**src/rtl/axi_read_arbiter.sv**
```systemverilog
// Two-way AXI read arbiter: round-robin AR grant into a registered slice, R beats steered by
// rid[0], per-requester outstanding-burst throttling and a sticky orphan-response flag.
module axi_read_arbiter #(
   parameter int unsigned ID_WIDTH        = 13,
   parameter int unsigned ADDR_WIDTH      = 64,
   parameter int unsigned DATA_WIDTH      = 64,
   parameter int unsigned MAX_OUTSTANDING = 4
) (
   input  logic                  clk_i,
   input  logic                  reset_i,
   // icache
   input  logic [ID_WIDTH-1:0]   icache_m_axi_arid_i,
   input  logic [ADDR_WIDTH-1:0] icache_m_axi_araddr_i,
   input  logic [7:0]            icache_m_axi_arlen_i,
   input  logic [2:0]            icache_m_axi_arsize_i,
   input  logic [1:0]            icache_m_axi_arburst_i,
   input  logic                  icache_m_axi_arlock_i,
   input  logic [3:0]            icache_m_axi_arcache_i,
   input  logic [2:0]            icache_m_axi_arprot_i,
   input  logic                  icache_m_axi_arvalid_i,
   output logic                  icache_m_axi_arready_o,
   output logic [ID_WIDTH-1:0]   icache_m_axi_rid_o,
   output logic [DATA_WIDTH-1:0] icache_m_axi_rdata_o,
   output logic [1:0]            icache_m_axi_rresp_o,
   output logic                  icache_m_axi_rlast_o,
   output logic                  icache_m_axi_rvalid_o,
   input  logic                  icache_m_axi_rready_i,
   // dcache
   input  logic [ID_WIDTH-1:0]   dcache_m_axi_arid_i,
   input  logic [ADDR_WIDTH-1:0] dcache_m_axi_araddr_i,
   input  logic [7:0]            dcache_m_axi_arlen_i,
   input  logic [2:0]            dcache_m_axi_arsize_i,
   input  logic [1:0]            dcache_m_axi_arburst_i,
   input  logic                  dcache_m_axi_arlock_i,
   input  logic [3:0]            dcache_m_axi_arcache_i,
   input  logic [2:0]            dcache_m_axi_arprot_i,
   input  logic                  dcache_m_axi_arvalid_i,
   output logic                  dcache_m_axi_arready_o,
   output logic [ID_WIDTH-1:0]   dcache_m_axi_rid_o,
   output logic [DATA_WIDTH-1:0] dcache_m_axi_rdata_o,
   output logic [1:0]            dcache_m_axi_rresp_o,
   output logic                  dcache_m_axi_rlast_o,
   output logic                  dcache_m_axi_rvalid_o,
   input  logic                  dcache_m_axi_rready_i,
   // shared bus
   output logic [ID_WIDTH-1:0]   m_axi_arid_o,
   output logic [ADDR_WIDTH-1:0] m_axi_araddr_o,
   output logic [7:0]            m_axi_arlen_o,
   output logic [2:0]            m_axi_arsize_o,
   output logic [1:0]            m_axi_arburst_o,
   output logic                  m_axi_arlock_o,
   output logic [3:0]            m_axi_arcache_o,
   output logic [2:0]            m_axi_arprot_o,
   output logic                  m_axi_arvalid_o,
   input  logic                  m_axi_arready_i,
   input  logic [ID_WIDTH-1:0]   m_axi_rid_i,
   input  logic [DATA_WIDTH-1:0] m_axi_rdata_i,
   input  logic [1:0]            m_axi_rresp_i,
   input  logic                  m_axi_rlast_i,
   input  logic                  m_axi_rvalid_i,
   output logic                  m_axi_rready_o,
   output logic                  rsp_err_o
);

   localparam int unsigned CntW = $clog2(MAX_OUTSTANDING + 1);
   localparam logic [CntW-1:0] MaxCnt = CntW'(MAX_OUTSTANDING);

   typedef enum logic [0:0] {StIdle, StBusy} state_e;

   state_e                state_q, state_d;
   logic                  last_grant_q, last_grant_d;  // 1 = dcache
   logic [CntW-1:0]       cnt_i_q, cnt_i_d;
   logic [CntW-1:0]       cnt_d_q, cnt_d_d;
   logic                  rsp_err_q, rsp_err_d;

   logic [ID_WIDTH-1:0]   ar_id_q, ar_id_d;
   logic [ADDR_WIDTH-1:0] ar_addr_q, ar_addr_d;
   logic [7:0]            ar_len_q, ar_len_d;
   logic [2:0]            ar_size_q, ar_size_d;
   logic [1:0]            ar_burst_q, ar_burst_d;
   logic                  ar_lock_q, ar_lock_d;
   logic [3:0]            ar_cache_q, ar_cache_d;
   logic [2:0]            ar_prot_q, ar_prot_d;
   logic                  ar_valid_q, ar_valid_d;

   logic elig_i, elig_d;
   logic gnt_i, gnt_d;
   logic r_tgt_d, r_last_hs, rlast_i, rlast_d, dec_i, dec_d;

   assign elig_i = icache_m_axi_arvalid_i && (cnt_i_q < MaxCnt);
   assign elig_d = dcache_m_axi_arvalid_i && (cnt_d_q < MaxCnt);

   // Arbitration and AR output slice
   always_comb begin
      state_d      = state_q;
      last_grant_d = last_grant_q;
      gnt_i        = 1'b0;
      gnt_d        = 1'b0;
      ar_id_d      = ar_id_q;
      ar_addr_d    = ar_addr_q;
      ar_len_d     = ar_len_q;
      ar_size_d    = ar_size_q;
      ar_burst_d   = ar_burst_q;
      ar_lock_d    = ar_lock_q;
      ar_cache_d   = ar_cache_q;
      ar_prot_d    = ar_prot_q;
      ar_valid_d   = ar_valid_q;
      unique case (state_q)
         StIdle: begin
            if (elig_i && (!elig_d || last_grant_q)) begin
               gnt_i = 1'b1;
            end else if (elig_d) begin
               gnt_d = 1'b1;
            end
            if (gnt_i || gnt_d) begin
               ar_id_d      = gnt_d ? dcache_m_axi_arid_i    : icache_m_axi_arid_i;
               ar_id_d[0]   = gnt_d;
               ar_addr_d    = gnt_d ? dcache_m_axi_araddr_i  : icache_m_axi_araddr_i;
               ar_len_d     = gnt_d ? dcache_m_axi_arlen_i   : icache_m_axi_arlen_i;
               ar_size_d    = gnt_d ? dcache_m_axi_arsize_i  : icache_m_axi_arsize_i;
               ar_burst_d   = gnt_d ? dcache_m_axi_arburst_i : icache_m_axi_arburst_i;
               ar_lock_d    = gnt_d ? dcache_m_axi_arlock_i  : icache_m_axi_arlock_i;
               ar_cache_d   = gnt_d ? dcache_m_axi_arcache_i : icache_m_axi_arcache_i;
               ar_prot_d    = gnt_d ? dcache_m_axi_arprot_i  : icache_m_axi_arprot_i;
               ar_valid_d   = 1'b1;
               last_grant_d = gnt_d;
               state_d      = StBusy;
            end
         end
         StBusy: begin
            if (m_axi_arready_i) begin
               ar_valid_d = 1'b0;
               state_d    = StIdle;
            end
         end
         default: state_d = StIdle;
      endcase
   end

   // R routing and outstanding-burst accounting
   assign r_tgt_d   = m_axi_rid_i[0];
   assign r_last_hs = m_axi_rvalid_i && m_axi_rready_o && m_axi_rlast_i;
   assign rlast_i   = r_last_hs && !r_tgt_d;
   assign rlast_d   = r_last_hs && r_tgt_d;
   assign dec_i     = rlast_i && (cnt_i_q != '0);
   assign dec_d     = rlast_d && (cnt_d_q != '0);

   always_comb begin
      cnt_i_d = cnt_i_q;
      cnt_d_d = cnt_d_q;
      unique case ({gnt_i, dec_i})
         2'b10:   cnt_i_d = cnt_i_q + 1'b1;
         2'b01:   cnt_i_d = cnt_i_q - 1'b1;
         default: cnt_i_d = cnt_i_q;
      endcase
      unique case ({gnt_d, dec_d})
         2'b10:   cnt_d_d = cnt_d_q + 1'b1;
         2'b01:   cnt_d_d = cnt_d_q - 1'b1;
         default: cnt_d_d = cnt_d_q;
      endcase
      rsp_err_d = rsp_err_q
                  || (rlast_i && (cnt_i_q == '0))
                  || (rlast_d && (cnt_d_q == '0));
   end

   always_ff @(posedge clk_i) begin
      if (reset_i) begin
         state_q      <= StIdle;
         last_grant_q <= 1'b1;
         cnt_i_q      <= '0;
         cnt_d_q      <= '0;
         rsp_err_q    <= 1'b0;
         ar_id_q      <= '0;
         ar_addr_q    <= '0;
         ar_len_q     <= '0;
         ar_size_q    <= '0;
         ar_burst_q   <= '0;
         ar_lock_q    <= 1'b0;
         ar_cache_q   <= '0;
         ar_prot_q    <= '0;
         ar_valid_q   <= 1'b0;
      end else begin
         state_q      <= state_d;
         last_grant_q <= last_grant_d;
         cnt_i_q      <= cnt_i_d;
         cnt_d_q      <= cnt_d_d;
         rsp_err_q    <= rsp_err_d;
         ar_id_q      <= ar_id_d;
         ar_addr_q    <= ar_addr_d;
         ar_len_q     <= ar_len_d;
         ar_size_q    <= ar_size_d;
         ar_burst_q   <= ar_burst_d;
         ar_lock_q    <= ar_lock_d;
         ar_cache_q   <= ar_cache_d;
         ar_prot_q    <= ar_prot_d;
         ar_valid_q   <= ar_valid_d;
      end
   end

   assign icache_m_axi_arready_o = gnt_i;
   assign dcache_m_axi_arready_o = gnt_d;

   assign m_axi_arid_o    = ar_id_q;
   assign m_axi_araddr_o  = ar_addr_q;
   assign m_axi_arlen_o   = ar_len_q;
   assign m_axi_arsize_o  = ar_size_q;
   assign m_axi_arburst_o = ar_burst_q;
   assign m_axi_arlock_o  = ar_lock_q;
   assign m_axi_arcache_o = ar_cache_q;
   assign m_axi_arprot_o  = ar_prot_q;
   assign m_axi_arvalid_o = ar_valid_q;

   assign icache_m_axi_rid_o    = m_axi_rid_i;
   assign icache_m_axi_rdata_o  = m_axi_rdata_i;
   assign icache_m_axi_rresp_o  = m_axi_rresp_i;
   assign icache_m_axi_rlast_o  = m_axi_rlast_i;
   assign icache_m_axi_rvalid_o = m_axi_rvalid_i && !r_tgt_d;
   assign dcache_m_axi_rid_o    = m_axi_rid_i;
   assign dcache_m_axi_rdata_o  = m_axi_rdata_i;
   assign dcache_m_axi_rresp_o  = m_axi_rresp_i;
   assign dcache_m_axi_rlast_o  = m_axi_rlast_i;
   assign dcache_m_axi_rvalid_o = m_axi_rvalid_i && r_tgt_d;
   assign m_axi_rready_o        = r_tgt_d ? dcache_m_axi_rready_i : icache_m_axi_rready_i;

   assign rsp_err_o = rsp_err_q;

endmodule

```
**config.mk**
```make
export PLATFORM = sky130hd
export DESIGN_NAME = axi_read_arbiter
export DESIGN_NICKNAME = d
export VERILOG_FILES = /design/src/rtl/axi_read_arbiter.sv
export SDC_FILE = /design/constraint.sdc
export NUM_CORES = 1
export LEC_CHECK = 0
export ABC_AREA = 1
export CORE_AREA = 2 2 211 213
export CTS_BUF_LIST = sky130_fd_sc_hd__clkbuf_4
export DETAILED_ROUTE_END_ITERATION = 8
export DIE_AREA = 0 0 213 215
export GPL_TIMING_DRIVEN = 0
export PLACE_DENSITY = 0.41
export SYNTH_ARGS = -nofsm -noshare
export SYNTH_HDL_FRONTEND = slang
export SYNTH_SLANG_ARGS = --single-unit
```
**constraint.sdc**
```tcl
create_clock -name clk_i -period 2.2 [get_ports clk_i]
set_input_delay 0.22 -clock clk_i [delete_from_list [all_inputs] [get_ports clk_i]]
set_output_delay 0.22 -clock clk_i [all_outputs]
set_load 0.05 [all_outputs]
```
Word-level counts from Yosys, hierarchy flattened

Index checks and enable logic that the tools add are counted.

Reduce and logical (&&, ||, !) cells: 27
$lt $le $gt $ge: 2
Bitwise logic cells: 1
Mux-type cells: 24
Equal/unequal tests: 6
Add/sub/neg operators: 4

Operators with widths:

| operator              | number |
|---|---|
| $mux W64              | 1 |
| $logic_and A1 B1 Y1   | 13 |
| $mux W1               | 13 |
| $mux W13              | 1 |
| $pmux W3 S2           | 2 |
| $mux W8               | 1 |
| $add A3 B1 Y3 const B | 2 |
| $logic_not A3 Y1      | 2 |
| $lt A3 B3 Y1 const B  | 2 |
| $mux W3               | 2 |
| $reduce_bool A3 Y1    | 2 |
| $sub A3 B1 Y3 const B | 2 |
| $eq A2 B1 Y1 const B  | 2 |
| $eq A2 B2 Y1 const B  | 2 |
| $logic_or A1 B1 Y1    | 4 |
| $mux W4               | 1 |
| $ne A2 B2 Y1 const B  | 2 |
| $pmux W1 S2           | 2 |
| $reduce_and A2 Y1     | 2 |
| $reduce_bool A2 Y1    | 2 |
| $logic_not A1 Y1      | 2 |
| $mux W2               | 1 |
| $not A1 Y1            | 1 |

Output and inout port bits: 265
Bits of input ports: 284
Word-level logic and storage cells: 78
Flip-flop bits (word level): 108

Longest topological paths before layout

Gate-level depths: netlist (run 1).

Depth in word-level cells: 10
Mapped depth: 15

Worst setup path after synthesis (run 1)

No wires, ideal clock.

Kind: flip-flop to flip-flop
From: reg cnt_i_q[2]
To: reg cnt_i_q[2]
Arrival: 2.329 ns
Stages on the path, launching flop included: 16
Required time: 2.081 ns
Setup time: 0.119 ns
Path slack: -0.249 ns
Cells stage by stage: dfxtp_1 -> inv_2 -> nand2_2 -> inv_1 -> nand2_2 -> buf_2 -> nor2_1 -> inv_1 -> ha_1 -> inv_1 -> fa_1 -> inv_1 -> nand2_1 -> nand3_1 -> o21ai_0 -> a21oi_1

Longest elaborated chain between the ends: 8
Elaborated cells between the ends (all ways): 14

Ends and longest elaborated chain:

| item                                              | line | source |
|---|---|---|
| from (decl)                                       | 72   | `logic [CntW-1:0] cnt_i_q, cnt_i_d;` |
| from (signal assigned)                            | 185  | `cnt_i_q <= cnt_i_d;` |
| $lt A3 B3 Y1 (*)                                  | 90   | `assign elig_i = icache_m_axi_arvalid_i && (cnt_i_q < MaxCnt);` |
| $logic_and A1 B1 Y1 (*)                           | 90   |  |
| $logic_and A1 B1 Y1 (*)                           | 110  | `if (elig_i && (!elig_d \|\| last_grant_q)) begin` |
| $mux W1 (*)                                       | 110  |  |
| $mux W1 (*) (2 in series)                         | 108  | `unique case (state_q)` |
| named net icache_m_axi_arready_o                  | 21   | `output logic icache_m_axi_arready_o,` |
| $eq A2 B1 Y1 or $eq A2 B2 Y1 (tied branches)      | 151  | `unique case ({gnt_i, dec_i})` |
| $pmux W3 S2 or $reduce_bool A2 Y1 (tied branches) | -    |  |

The timed path passes the listed nets; every way through them passes the cells marked *. The select of a mux whose other input is x is not followed.
A chain may end at the register's enable or synchronous reset.

Worst setup path in the final report (run 1)

From: reg ar_addr_q[45] (netlist: m_axi_araddr_o[45])
To: out m_axi_araddr_o[45]

RTL lines:

| item                   | line | source |
|---|---|---|
| from (decl)            | 77   | `logic [ADDR_WIDTH-1:0] ar_addr_q, ar_addr_d;` |
| from (signal assigned) | 189  | `ar_addr_q <= ar_addr_d;` |
| to (decl)              | 47   | `output logic [ADDR_WIDTH-1:0] m_axi_araddr_o,` |

No word-level cell between the ends.

==> flow_metrics.py, run 1 <==
metrics = {
    "critical_path": {
        "crit_family": "buffers and inverters",
        "rr_worst_depth": 13,
        "cp.required_ps": 1980,
        "timing.rr.start": "cnt_d_q[2]",
        "cp_max_fo": 2,
        "cp-start-kind": "flip-flop",
        "cp_slowest_cell": "clkdlybuf4s50_1",
        "r2r_slack_ps": 160,
        "reg2reg_to": "cnt_i_q[2]",
        "worst_setup_path_end_kind": "primary output",
        "cp_num_buf_inv": 1,
        "path_class": "flip-flop to primary output",
        "arrival_ps": 1840,
        "worstPathCellList": "clkdlybuf4s50_1",
        "cp_slowest_stage_delay_ps": 910,
    },
    "sta": {
        "worst_slack_ps": 137,
        "setup_violations": 0,
        "tightest_slew_ps": 845,
        "final.setup.tns_ps": 0,
        "rsz0062_at_grt": "false",
        "fin_crit_sh": 0.938,
        "skew_ps": 15.6,
        "fin_crit_ps": 2060,
        "max_freq_mhz": 485,
        "slew_viol_final": 0,
        "slew_headroom": 0.436,
        "hold_slack_ps": 287,
        "finalHoldViolCount": 0,
    },
    "routing": {
        "antenna_left": 0,
        "drt-initial-drc-count": 294,
        "wl_met2_um": 16000,
        "vias": 8069,
        "top_layer_used": "met5",
        "vias_per_cell": 3.72,
        "remaining_drc_errors": 0,
        "firstDrtPassIters": 5,
        "wire_per_inst_um": 15.1,
        "wl_met3_um": 3370,
        "routed_wl_um": 32700,
        "wl_met1_um": 12900,
    },
    "synth": {
        "syn_avg_cell_area_sq_um": 6.44,
        "yosysWarnings": 0,
        "synthDominantCellAreaShare": 0.308,
        "synth_sequential_area_ratio": 0.308,
        "syn-instance-count": 1089,
        "syn_nets": 1377,
        "syn_area_sq_um": 7010,
        "yosysUniqueCellTypes": 23,
        "yosysTopAreaCell": "dfxtp_1",
        "ys_ff_latch": 108,
        "ys_top_cells_by_area": "dfxtp_1 (31%), buf_4 (18%), nand3_1 (14%)",
    },
    "power": {
        "p_int_uw": 3890,
        "total_power_uw": 7080,
        "pwr-share-seq": 0.324,
        "ir_drop_v": 0.000234,
        "netSwitchingPower_uw": 3190,
        "clockPowerShare": 0.144,
        "switching_share": 0.450,
        "pwr-share-comb": 0.532,
        "p_leak_uw": 0.00599,
        "power_density_nw_per_um2": 561,
    },
    "worst_hold_path": {
        "min-delay-start": "icache_m_axi_araddr_i[34]",
        "hold-path-endpoint": "m_axi_araddr_o[34]",
        "hold_path_class": "input pin to flip-flop",
        "hold_path_depth": 5,
    },
    "cells_and_area": {
        "area_growth_pct": 80.0,
        "num-nets-final": 1858,
        "n_fill_cell": 4821,
        "drive_above_1_share": 0.149,
        "final_common_cell": "clkdlybuf4s50_1",
        "final_cell_mix": "clkdlybuf4s50_1 (462), inv_1 (215), nand2_1 (209)",
        "instances_no_fill": 2169,
        "regArea_sq_um": 2160,
        "multiInputGateArea_sq_um": 2530,
    },
    "die": {
        "initial_utilization": 0.161,
        "die_x_um": 213,
        "dieHeight_um": 215,
        "num_rows": 77,
        "design.core.area_sq_um": 43600,
        "ios": 549,
        "die_area_sq_um": 45800,
    },
    "placement": {
        "hpwl_um": 26200,
        "dpl.cell_count": 2148,
        "port_buffers": 467,
        "place_ws_ps": -628,
        "gp_congestion": 0.791,
    },
    "cts": {
        "cts_tree": "done",
        "clock_tree.root_cell": "clkbuf_4",
        "worstSkewPairLatency_ps": 550,
        "cts_htree_levels": 3,
        "cts_buffers": 9,
        "clock_tree.buffer_depth": 2,
        "path_clk_slew_ps": 170,
        "cts.sinks": 108,
    },
    "global_routing": {
        "grt_pass1_vias": 7947,
        "antenna_found_initial": 6,
        "grt_max_degree": 17,
        "grt_first_pass_wirelength_um": 47600,
        "track_usage": 0.139,
        "overflow": 0,
    },
    "run_status": {
        "status": "complete, no violations",
    },
    "flow_run": {
        "cap_violations": 0,
    },
}
==> final cells by class <==
type | instances | area share
plain buffers | 221 | 0.122
flip-flops and latches | 108 | 0.171
diodes | 2 | 0.000396
clock inverters | 4 | 0.00208
clock buffers | 12 | 0.00714
inverters | 221 | 0.0661
multi-input cells | 539 | 0.200
well taps | 592 | 0.0587
repair buffers | 470 | 0.372
==> worst max-delay path by stage <==
stage                                       from                endpoint  slack (ps)  cells after the start
after floorplan                       cnt_i_q[2]              cnt_i_q[2]          10                     15
after global placement    dcache_m_axi_arvalid_i  dcache_m_axi_arready_o        -620                      7
after detailed placement  dcache_m_axi_arvalid_i  dcache_m_axi_arready_o        -630                      7
after CTS                             cnt_i_q[2]  dcache_m_axi_arready_o           1                      8
after global routing                  cnt_d_q[2]       m_axi_araddr_o[2]          10                     10
final                         m_axi_araddr_o[45]      m_axi_araddr_o[45]         140                      1
==> synth_stat cells <==
master,instances
nand3b_1,1
nor4_1,1
o211ai_1,1
fa_1,2
nand2_1,209
inv_2,5
clkbuf_1,17
nand2_2,3
nand2_4,1
nor2_1,5
inv_1,216
buf_6,5
o21ai_0,7
buf_4,166
a21oi_1,104
nand3_1,198
dfxtp_1,108
buf_1,5
nor3_1,3
o21bai_1,1
o21ai_2,1
ha_1,2
buf_2,28
==> layer usage <==
layer	up-vias	GRT usage
met5	-	0
met4	4	0.0294
met3	20	0.0587
met2	320	0.245
met1	3589	0.154
li1	4136	-
==> stage by stage <==
stage               area, sq um   util
global placement          12400  0.285
floorplan                  7020      -
CTS                       12600  0.289
detailed placement        12400  0.285
global route              12600  0.289
finish                    12600  0.289
==> kinds of logic after synthesis <==
family / count (synthesis) / synth area share
buffers and inverters: 442 / 0.336
flip-flops: 108 / 0.308
adder cells (fa/ha/maj): 4 / 0.00928
AO/OA/AOI/OAI: 114 / 0.0826
AND/OR/NAND/NOR: 421 / 0.264
==> what timing repair did <==
| item | in CTS | in global routing |
|---|---|---|
| setup buffers | 3 | 0 |
| hold endpoints to repair | 0 | 0 |
| gates resized for setup | 20 | 9 |
| pin swaps | 1 | 0 |
| endpoints found under the setup margin | 7 | 8 |
| hold buffers | 0 | 0 |
| cloned | 0 | 0 |
==> power groups by stage <==
stage	clock network, uW	registers, uW	logic (uW)
floorplan	0	3040	1630
global placement	0	2330	3800
detailed placement	0	2340	3790
CTS	1140	2300	3820
global route	1180	2320	4030
finish	1020	2290	3770
==> sequential cells by signal (all words and copies together) (netlist names) <==
register and flops:
cnt_i_q 3, m_axi_arprot_o 3, state_q 1, rsp_err_o 1, m_axi_arcache_o 4, cnt_d_q 3, m_axi_arid_o 13, m_axi_arlock_o 1
m_axi_arlen_o 8, m_axi_arvalid_o 1, last_grant_q 1, m_axi_arburst_o 2, m_axi_arsize_o 3, m_axi_araddr_o 64
Note: power is estimated with default switching activity, not from simulation.
==> run 2: changes to the inputs <==
--- a/config.mk
+++ b/config.mk
@@ -12,6 +12,7 @@
 export DIE_AREA = 0 0 213 215
 export GPL_TIMING_DRIVEN = 0
 export PLACE_DENSITY = 0.41
+export SLEW_MARGIN = 10
 export SYNTH_ARGS = -nofsm -noshare
 export SYNTH_HDL_FRONTEND = slang
 export SYNTH_SLANG_ARGS = --single-unit
==> results of run 2 <==
No change in the layout: final DEF, timing and power equal those of run 1.
